===== config.mk =====
export PLATFORM = sky130hd
export DESIGN_NAME = tpu_host_bridge
export DESIGN_NICKNAME = d
export VERILOG_FILES = /design/src/rtl/tpu_host_bridge.sv
export SDC_FILE = /design/constraint.sdc
export NUM_CORES = 1
export LEC_CHECK = 0
export BUFFER_PORTS_ARGS = -buffer_cell sky130_fd_sc_hd__buf_4
export CORE_MARGIN = 5
export CORE_UTILIZATION = 55
export CTS_CLUSTER_DIAMETER = 60
export DETAILED_ROUTE_END_ITERATION = 10
export GPL_TIMING_DRIVEN = 0
export PLACE_DENSITY = 0.85
export REMOVE_ABC_BUFFERS = 1
export SKIP_CTS_REPAIR_TIMING = 1
export SYNTH_ARGS = -nofsm -noshare
export SYNTH_HDL_FRONTEND = slang
export SYNTH_SLANG_ARGS = --single-unit

===== constraint.sdc =====
create_clock -name clk -period 5.15 [get_ports clk]
set_input_delay 1.03 -clock clk [delete_from_list [all_inputs] [get_ports clk]]
set_output_delay 1.03 -clock clk [all_outputs]
set_load 0.01 [all_outputs]

===== src/rtl/tpu_host_bridge.sv =====
// tpu_host_bridge: host-side Avalon-MM front end for tpuv1.
// Pairs C-row halves into back-to-back tpu writes and stalls the host during MAC runs and reads.
module tpu_host_bridge #(
    parameter int BITS_AB = 8,
    parameter int BITS_C  = 16,
    parameter int DIM     = 8,
    parameter int ADDRW   = 16,
    parameter int DATAW   = 64
) (
    input  logic             clk,
    input  logic             rst_n,
    input  logic [ADDRW-1:0] avs_address,
    input  logic             avs_read,
    input  logic             avs_write,
    input  logic [DATAW-1:0] avs_writedata,
    output logic             avs_waitrequest,
    output logic [DATAW-1:0] avs_readdata,
    output logic             avs_readdatavalid,
    output logic             tpu_r_w,
    output logic [ADDRW-1:0] tpu_addr,
    output logic [DATAW-1:0] tpu_dataIn,
    input  logic [DATAW-1:0] tpu_dataOut,
    output logic             mac_done,
    output logic             err
);
    localparam int MAC_CYCLES = 3*DIM-2;
    localparam int CW         = $clog2(MAC_CYCLES);
    localparam int CROW_BYTES = DIM*BITS_C/8;
    localparam logic [ADDRW-1:0] A_BASE    = ADDRW'(32'h0100);
    localparam logic [ADDRW-1:0] B_BASE    = ADDRW'(32'h0200);
    localparam logic [ADDRW-1:0] C_BASE    = ADDRW'(32'h0300);
    localparam logic [ADDRW-1:0] MAC_ADDR  = ADDRW'(32'h0400);
    localparam logic [ADDRW-1:0] STAT_ADDR = ADDRW'(32'h0500);
    localparam logic [ADDRW-1:0] AB_SPAN   = ADDRW'(DIM*DIM*BITS_AB/8);
    localparam logic [ADDRW-1:0] C_SPAN    = ADDRW'(DIM*CROW_BYTES);
    localparam logic [ADDRW-1:0] C_HALF    = ADDRW'(CROW_BYTES/2);

    typedef enum logic [2:0] {IDLE, C_HOLD, C_HI, MAC_BUSY, RD_CAP} state_t;

    function automatic logic in_rng(input logic [ADDRW-1:0] a, input logic [ADDRW-1:0] base,
                                    input logic [ADDRW-1:0] span);
        return (a >= base) && (a < base + span);
    endfunction

    state_t           state_q, state_d;
    logic [CW-1:0]    cnt_q, cnt_d;
    logic             r_w_q, r_w_d;
    logic [ADDRW-1:0] addr_q, addr_d, buf_addr_q, buf_addr_d;
    logic [DATAW-1:0] din_q, din_d, buf_data_q, buf_data_d, rdata_q, rdata_d;
    logic             rvalid_q, rvalid_d, done_q, done_d, err_q, err_d;
    logic [1:0]       stat_q, stat_d;
    logic             acc, pair, from_idle, err_set, err_clr, is_ab, is_c;

    assign avs_waitrequest   = (state_q == C_HI) || (state_q == MAC_BUSY) || (state_q == RD_CAP);
    assign acc               = (avs_read || avs_write) && !avs_waitrequest;
    assign pair              = (state_q == C_HOLD) && acc && avs_write && (avs_address == buf_addr_q + C_HALF);
    assign from_idle         = acc && !pair && ((state_q == IDLE) || (state_q == C_HOLD));
    assign is_ab             = in_rng(avs_address, A_BASE, AB_SPAN) || in_rng(avs_address, B_BASE, AB_SPAN);
    assign is_c              = in_rng(avs_address, C_BASE, C_SPAN);
    // Any non-pairing command in C_HOLD, an orphan high half, or read+write together is a protocol error.
    assign err_set           = (from_idle && (state_q == C_HOLD)) || (acc && avs_read && avs_write)
                             || (from_idle && avs_write && is_c && ((avs_address & C_HALF) != '0));
    assign err_clr           = from_idle && avs_write && (avs_address == STAT_ADDR);
    assign avs_readdata      = rdata_q;
    assign avs_readdatavalid = rvalid_q;
    assign tpu_r_w           = r_w_q;
    assign tpu_addr          = addr_q;
    assign tpu_dataIn        = din_q;
    assign mac_done          = done_q;
    assign err               = err_q;

    always_comb begin
        state_d    = state_q;
        cnt_d      = cnt_q;
        r_w_d      = 1'b0;
        addr_d     = '0;
        din_d      = '0;
        buf_addr_d = buf_addr_q;
        buf_data_d = buf_data_q;
        rdata_d    = rdata_q;
        rvalid_d   = 1'b0;
        done_d     = 1'b0;
        stat_d     = stat_q;
        err_d      = err_set || (err_q && !err_clr);
        if (pair || state_q == C_HI) begin
            r_w_d      = 1'b1;
            addr_d     = buf_addr_q;
            din_d      = buf_data_q;
            buf_addr_d = avs_address;
            buf_data_d = avs_writedata;
            state_d    = pair ? C_HI : IDLE;
        end
        if (from_idle) begin
            state_d = IDLE;
            if (avs_write) begin
                r_w_d      = is_ab || (avs_address == MAC_ADDR);
                addr_d     = r_w_d ? avs_address : '0;
                din_d      = is_ab ? avs_writedata : '0;
                state_d    = (avs_address == MAC_ADDR) ? MAC_BUSY :
                             (is_c && (avs_address & C_HALF) == '0) ? C_HOLD : IDLE;
                buf_addr_d = avs_address;
                buf_data_d = avs_writedata;
                cnt_d      = '0;
            end else begin
                addr_d  = avs_address;
                stat_d  = {err_set || err_q, state_q != IDLE};
                state_d = RD_CAP;
            end
        end
        if (state_q == MAC_BUSY) begin
            cnt_d   = cnt_q + CW'(1);
            done_d  = cnt_q == CW'(MAC_CYCLES-2);
            state_d = (cnt_q == CW'(MAC_CYCLES-1)) ? IDLE : MAC_BUSY;
        end
        if (state_q == RD_CAP) begin
            rdata_d  = in_rng(addr_q, C_BASE, C_SPAN) ? tpu_dataOut :
                       (addr_q == STAT_ADDR) ? {{(DATAW-2){1'b0}}, stat_q} : '0;
            rvalid_d = 1'b1;
            state_d  = IDLE;
        end
    end

    always_ff @(posedge clk or negedge rst_n) begin
        if (!rst_n) begin
            state_q    <= IDLE;
            cnt_q      <= '0;
            r_w_q      <= 1'b0;
            addr_q     <= '0;
            din_q      <= '0;
            buf_addr_q <= '0;
            buf_data_q <= '0;
            rdata_q    <= '0;
            rvalid_q   <= 1'b0;
            done_q     <= 1'b0;
            stat_q     <= '0;
            err_q      <= 1'b0;
        end else begin
            state_q    <= state_d;
            cnt_q      <= cnt_d;
            r_w_q      <= r_w_d;
            addr_q     <= addr_d;
            din_q      <= din_d;
            buf_addr_q <= buf_addr_d;
            buf_data_q <= buf_data_d;
            rdata_q    <= rdata_d;
            rvalid_q   <= rvalid_d;
            done_q     <= done_d;
            stat_q     <= stat_d;
            err_q      <= err_d;
        end
    end
endmodule


==> summary.txt, run 1 <==
Worst hold path
  • HP Start: avs_readdata[47]
  • Hold Path Class: flip-flop to flip-flop
  • Worst Hold Path Cells: 2
  • Hold Path End: avs_readdata[47]

Global route
  • First-pass GRT wire length: 42,500 µm
  • Tot GR Track Use: 0.263
  • Largest net degree at the start of global routing: 123
  • Gr ovfl total: 0
  • Vias in the first global route: 7,934
  • Initial antenna violation count: 0

Floorplan
  • Row count: 48
  • Initial Util: 0.560
  • Core Region: 17,300 µm²
  • Die width: 143 µm
  • Die area: 20,400 µm²
  • Die Y: 143 µm
  • IO Pins: 297

Yosys
  • Most common cell in the netlist: dfrtp_1
  • Top post-synthesis cells by area: dfrtp_1 61%, mux2_2 9.3%, a22o_1 7.3%
  • Post-synth top flop: dfrtp_1
  • Gate count after technology mapping: 809
  • Synth Area in Compound Gates: 0.103
  • Syn Area/Cell: 12.0 µm²
  • Synth area leader: dfrtp_1
  • Yosys synthesis warning count: 0
  • Top cells by count, synth: 238 x dfrtp_1, 143 x nand2_1, 81 x a22o_1, 80 x mux2_2, 71 x nand3_1
  • Distinct cell type count after synthesis: 48
  • Synth Cell Area: 9690 µm²
  • EDFF count, synth: 0
  • Yosys top cell area share: 0.615
  • Largest family of logic cells by synthesized area: simple AND/OR/NAND/NOR gates
  • XOR/XNOR Fraction of Synth Area: 0.0199
  • Mux contribution to synthesized area: 0.0951
  • Sequential area share after synthesis: 0.615
  • Simple-Gate Fraction of Synth Area: 0.132
  • Post-Synth Adder-Cell Area: 0.00517
  • Yosys reg bits: 238
  • FFs w/ async S/R, synth: 1.00

Final layout
  • Layout cell share with drive strength beyond 1: 0.400
  • Area growth syn-to-layout: 34.8%
  • Post-Route Utilization: 0.755
  • Fill count: 1,094
  • Register area: 5960 µm²
  • Area occupied by multi-input gates: 3480 µm²
  • N_diodes: 0
  • Total Nets Final: 1,244

Clock network
  • Skew-Pair Late Insertion Delay: 0.51 ns
  • Worst-path clk slew: 0.06 ns
  • H-tree Lvls: 1
  • Clock Sinks: 238
  • CTS tree: built
  • Longest Clk Path Bufs: 3
  • Cts bufs inserted: 25
  • Root buf cell: clkbuf_16

STA
  • Fmax: 256 MHz
  • Worst Tran Pin Value: 1.06 ns
  • Layout Skew: 0.0180 ns
  • Slew Viols, Final: 0
  • Min Tclk post-route: 3.91 ns
  • RSZ-0062 raised after global routing: false
  • Hold Slack: 0.466 ns
  • Final setup vio count: 0
  • Hold Violations, Final: 0
  • Slew margin rel.: 0.289
  • Final worst path period share: 0.760

Drt
  • # DRC: 0
  • Via count: 7,464
  • DRT iter0 DRCs: 441
  • Vias/cell: 5.60
  • Avg WL per Cell: 20.2 µm
  • Total Wirelength: 26,900 µm
  • Antenna-violating nets left: 0
  • TritonRoute pass-1 iters: 4

Placed design
  • GPL Wtd Cong: 0.964
  • PortBufs: 296
  • DP HPWL: 18,900 µm

Status
  • Status: finished clean

Worst setup path
  • Setup slack, reg-to-reg: 1.24 ns
  • Critical path arrival: 4.29 ns
  • Setup CP Type: flip-flop to flip-flop
  • Startpoint class of the critical path: flip-flop
  • Worst r2r src: buf_addr_q[3]
  • Reg2reg end: tpu_dataIn[41]
  • CP required: 5.52 ns
  • CP Max Fanout: 14
  • Reg2Reg Depth: 13
  • CP endpoint kind: flip-flop

Run
  • Max Cap Viol: 0

Power
  • Leak: 6.58 nW
  • VDD IR max: 0.000300 V
  • Power density over the cells: 362 nW/µm²
state kept, by name, summed over array words and instances, names as in the netlist, 2 cells and up:
signal / cells
tpu_addr: 16
cnt_q: 5
stat_q: 2
buf_addr_q: 16
tpu_dataIn: 64
state_q: 3
buf_data_q: 64
avs_readdata: 64
cell usage in the layout, fill, tap and decap left out, drive strengths merged, types with 2 or more instances in the layout:
| master | count |
|---|---|
| clkbuf | 40 |
| o31ai | 3 |
| nor2 | 18 |
| xor2 | 8 |
| and3 | 3 |
| nand2b | 5 |
| ha | 4 |
| nand3 | 71 |
| and2 | 2 |
| clkinv | 3 |
| nor4 | 6 |
| and4 | 2 |
| a221oi | 2 |
| nor3 | 6 |
| mux2i | 2 |
| nand4b | 2 |
| o2111ai | 3 |
| nand4 | 5 |
| xnor2 | 14 |
| nor4b | 3 |
| a21oi | 4 |
| buf | 314 |
| o21bai | 2 |
| mux2 | 80 |
| a211oi | 2 |
| nand2 | 143 |
| o22ai | 3 |
| o21ai | 15 |
| nor3b | 4 |
| inv | 6 |
| dfrtp | 238 |
| nor2b | 4 |
| a22o | 81 |
routing by layer:
layer,track usage,routed length [µm],part of all wire
met5,0,0,0
met3,0.101,3080,0.11
met4,0.0720,638,0.024
met1,0.305,9420,0.35
met2,0.458,13700,0.51
worst max-delay path: stages (launching register included):
cell       delay, ns
dfrtp_1         0.50
ha_1            0.37
xor2_1          0.19
nor4_1          0.46
and3_1          0.23
o2111ai_1       0.20
a2111oi_4       0.61
nor3b_2         0.21
buf_6           0.20
buf_6           0.15
buf_6           0.14
buf_6           0.14
buf_8           0.15
a22o_1          0.22
through the flow:
| step | power, mW | instance area (µm²) | setup slack, ns | setup TNS (ns) | std cells |
|---|---|---|---|---|---|
| floorplan | 2.64 | 9420 | -0.832 | -94.36 | 751 |
| global placement | 2.99 | 11900 | -4.23 | -620.96 | 1272 |
| CTS | 4.77 | 13100 | 1.27 | 0 | 1333 |
| global route | 4.94 | 13100 | 1.08 | 0 | 1333 |
| detailed placement | 3.03 | 12300 | 0.985 | 0 | 1290 |
| finish | 4.73 | 13100 | 1.24 | 0 | 1333 |
worst max-delay path by stage:
stage / from / end / slack [ns]
global route: buf_addr_q[3] / tpu_dataIn[41] / 1.08
floorplan: avs_address[7] / tpu_dataIn[0] / -0.83
finish: buf_addr_q[3] / tpu_dataIn[41] / 1.24
detailed placement: avs_address[4] / tpu_dataIn[41] / 0.98
global placement: avs_address[7] / tpu_dataIn[41] / -4.23
CTS: buf_addr_q[3] / tpu_dataIn[41] / 1.27
kinds of logic after synthesis:
family | count (synthesis)
buffers and inverters | 64
AO/OA/AOI/OAI | 121
AND/OR/NAND/NOR | 278
multiplexers | 82
flip-flops | 238
XOR/XNOR | 22
adder cells (fa/ha/maj) | 4
where the power goes:
part	internal (mW)	switching, mW	total, mW	leakage, nW
clock	1.03	0.695	1.73	0.398
sequential	2.08	0.157	2.23	3.10
combinational	0.412	0.357	0.769	3.09
total	3.52	1.21	4.73	6.58
layout make-up:
cell class                      count  share of cell area
Sequential cell                   238               0.456
Multi-Input combinational cell    507               0.266
Timing Repair Buffer              314               0.193
Clock buffer                       40              0.0599
Tap cell                          225              0.0216
Inverter                            6             0.00172
Clock inverter                      3             0.00144
Note: power is estimated with default switching activity, not from simulation.
==> run 2, diff against run 1 <==
CORE_UTILIZATION = 51   (was 55)
PLACE_DENSITY = 0.79   (was 0.85)
clock period = 4.1 ns   (was 5.15 ns; I/O delays follow)
==> summary.txt, run 2 (synthesis gave the netlist of run 1 again) <==
Final layout
  • Most frequent cells in the layout: 295 x buf_4, 238 x dfrtp_1, 142 x nand2_1 (unchanged)
  • Post-Route Utilization: 0.703 (was 0.755)
  • N_diodes: 0 (unchanged)
  • Fin cells: 1,343 (was 1,333)
  • Area growth syn-to-layout: 35.7% (was 34.8%)
  • Total Nets Final: 1,244 (unchanged)
  • Layout cell share with drive strength beyond 1: 0.403 (was 0.400)
  • Commonest non-fill, non-tap cell in the layout: buf_4 (unchanged)
  • Finished Cell Area: 13,100 µm² (about the same)

Worst setup path
  • Crit-path max cell delay: 0.59 ns (was 0.61 ns)
  • Cell Chain, Critical Path: ha_1, xor2_1, nor4_1, and3_1, o2111ai_1, a2111oi_4, o21bai_4, buf_12, a22o_1 (was ha_1, xor2_1, nor4_1, and3_1, o2111ai_1, a2111oi_4, nor3b_2, buf_6, buf_6, buf_6, buf_6, buf_8, a22o_1)
  • Worst r2r src: buf_addr_q[3] (unchanged)
  • Startpoint class of the critical path: flip-flop (unchanged)
  • Critical path arrival: 3.69 ns (was 4.29 ns)
  • Setup slack, reg-to-reg: 0.85 ns (was 1.24 ns)
  • Setup CP Type: flip-flop to flip-flop (unchanged)
  • CP required: 4.54 ns (was 5.52 ns)
  • Reg2reg end: tpu_dataIn[61] (was tpu_dataIn[41])
  • Worst path slowest cell: a2111oi_4 (unchanged)
  • CP Max Fanout: 32 (was 14)
  • Reg2Reg Depth: 9 (was 13)
  • CP endpoint kind: flip-flop (unchanged)

Global route
  • First-pass GRT wire length: 40,100 µm (was 42,500 µm)
  • Largest net degree at the start of global routing: 122 (was 123)
  • Gr ovfl total: 0 (unchanged)
  • Initial antenna violation count: 1 (was 0)
  • Vias in the first global route: 7,503 (was 7,934)
  • Tot GR Track Use: 0.225 (was 0.263)

Floorplan
  • Die width: 148 µm (was 143 µm)
  • Die area: 21,900 µm² (was 20,400 µm²)
  • Die Y: 148 µm (was 143 µm)
  • Core Region: 18,700 µm² (was 17,300 µm²)
  • Row count: 50 (was 48)
  • Initial Util: 0.518 (was 0.560)
  • IO Pins: 297 (unchanged)

Power
  • VDD IR max: 0.000361 V (was 0.000300 V)
  • Leak: 6.62 nW (was 6.58 nW)
  • Power density over the cells: 464 nW/µm² (was 362 nW/µm²)
  • Logic pwr share: 0.157 (was 0.163)
  • Clock network power share: 0.384 (was 0.365)
  • Share of power burned in registers: 0.458 (was 0.472)
  • Switching portion of total power: 0.250 (was 0.256)
  • Psw: 1.52 mW (was 1.21 mW)
  • Int Power: 4.57 mW (was 3.52 mW)

Placed design
  • GPL Wtd Cong: 0.811 (was 0.964)
  • DP HPWL: 18,500 µm (was 18,900 µm)
  • Placed cell area: 12,300 µm² (about the same)
  • Cell Count Post-Placement: 1,299 (was 1,290)
  • PortBufs: 296 (unchanged)

STA
  • Worst Tran Pin Value: 1.10 ns (was 1.06 ns)
  • Slew margin rel.: 0.266 (was 0.289)
  • Setup TNS: 0 ns (unchanged)
  • Final worst path period share: 0.793 (was 0.760)
  • Min Tclk post-route: 3.25 ns (was 3.91 ns)
  • Final setup vio count: 0 (unchanged)
  • Hold Slack: 0.352 ns (was 0.466 ns)
  • Fmax: 308 MHz (was 256 MHz)
  • Layout Skew: 0.0161 ns (was 0.0180 ns)
  • Slew Viols, Final: 0 (unchanged)
  • RSZ-0062 raised after global routing: false (unchanged)
  • Hold Violations, Final: 0 (unchanged)

Drt
  • Via count: 7,345 (was 7,464)
  • Total Wirelength: 25,500 µm (was 26,900 µm)
  • # DRC: 0 (unchanged)
  • Vias/cell: 5.47 (was 5.60)
  • TritonRoute pass-1 iters: 4 (unchanged)
  • DRT iter0 DRCs: 357 (was 441)
  • Antenna-violating nets left: 0 (unchanged)
  • Avg WL per Cell: 19.0 µm (was 20.2 µm)

Clock network
  • Skew-Pair Late Insertion Delay: 0.51 ns (about the same)
  • Cts bufs inserted: 25 (unchanged)
  • Root buf cell: clkbuf_16 (unchanged)
  • Worst-path clk slew: 0.06 ns (about the same)
  • Clock Sinks: 238 (unchanged)
  • Longest Clk Path Bufs: 3 (unchanged)
  • H-tree Lvls: 1 (unchanged)
  • CTS tree: built (unchanged)

Status
  • Status: finished clean (unchanged)

Run
  • Max Cap Viol: 0 (unchanged)

Worst hold path
  • Hold Path Class: input port to async pin (was flip-flop to flip-flop)
-- run 2: layer usage --
| metal | part of all wire | routed length [µm] | GRT usage | vias to the layer above |
|---|---|---|---|---|
| met4 | 0.021 | 528 | 0.0577 | 2 |
| li1 | - | - | - | 3422 |
| met2 | 0.48 | 12100 | 0.371 | 295 |
| met5 | 0.00051 | 13 | 0 | - |
| met1 | 0.39 | 9860 | 0.281 | 3585 |
| met3 | 0.11 | 2930 | 0.0895 | 41 |
-- run 2: how the worst max path moves through the flow --
stage | start | endpoint | depth (start not counted)
after global placement | avs_address[7] | tpu_dataIn[13] | 6
after detailed placement | avs_address[7] | tpu_addr[5] | 7
final | buf_addr_q[3] | tpu_dataIn[61] | 9
after floorplan | avs_address[7] | tpu_dataIn[0] | 5
after global routing | buf_addr_q[3] | tpu_dataIn[61] | 9
after CTS | buf_addr_q[3] | tpu_dataIn[13] | 9
-- run 2: area by class of cell --
| type | instances | area, µm² |
|---|---|---|
| clock buffer | 35 | 743 |
| clock inverter | 9 | 120 |
| fill | 1341 | 5560 |
| inverter | 6 | 22.5 |
| multi-input combinational | 507 | 3480 |
| sequential | 238 | 5960 |
| tap | 234 | 293 |
| timing repair buffer | 314 | 2530 |
-- run 2: critical path, delay by kind of cell, from the launching register on --
kind                     cells  cell delay (ns)
adder cells (fa/ha/maj)      1             0.34
flip-flops                   1             0.47
AND/OR/NAND/NOR              2             0.52
buffers and inverters        1             0.28
XOR/XNOR                     1             0.17
AO/OA/AOI/OAI                4             1.37
-- run 2: power groups by stage --
stage | combinational (mW) | clock (mW) | sequential [mW]
finish | 0.959 | 2.34 | 2.79
floorplan | 0.496 | 0 | 2.82
global route | 1.04 | 2.50 | 2.82
global placement | 0.943 | 0 | 2.81
CTS | 0.971 | 2.38 | 2.79
detailed placement | 0.967 | 0 | 2.83
-- run 2: per-stage QoR --
stage / total power [mW] / worst slack [ns]
2_1_floorplan: 3.32 / -1.67
3_3_place_gp: 3.76 / -5.03
3_5_place_dp: 3.80 / 0.625
4_1_cts: 6.15 / 0.859
5_1_grt: 6.37 / 0.583
6_report: 6.09 / 0.849
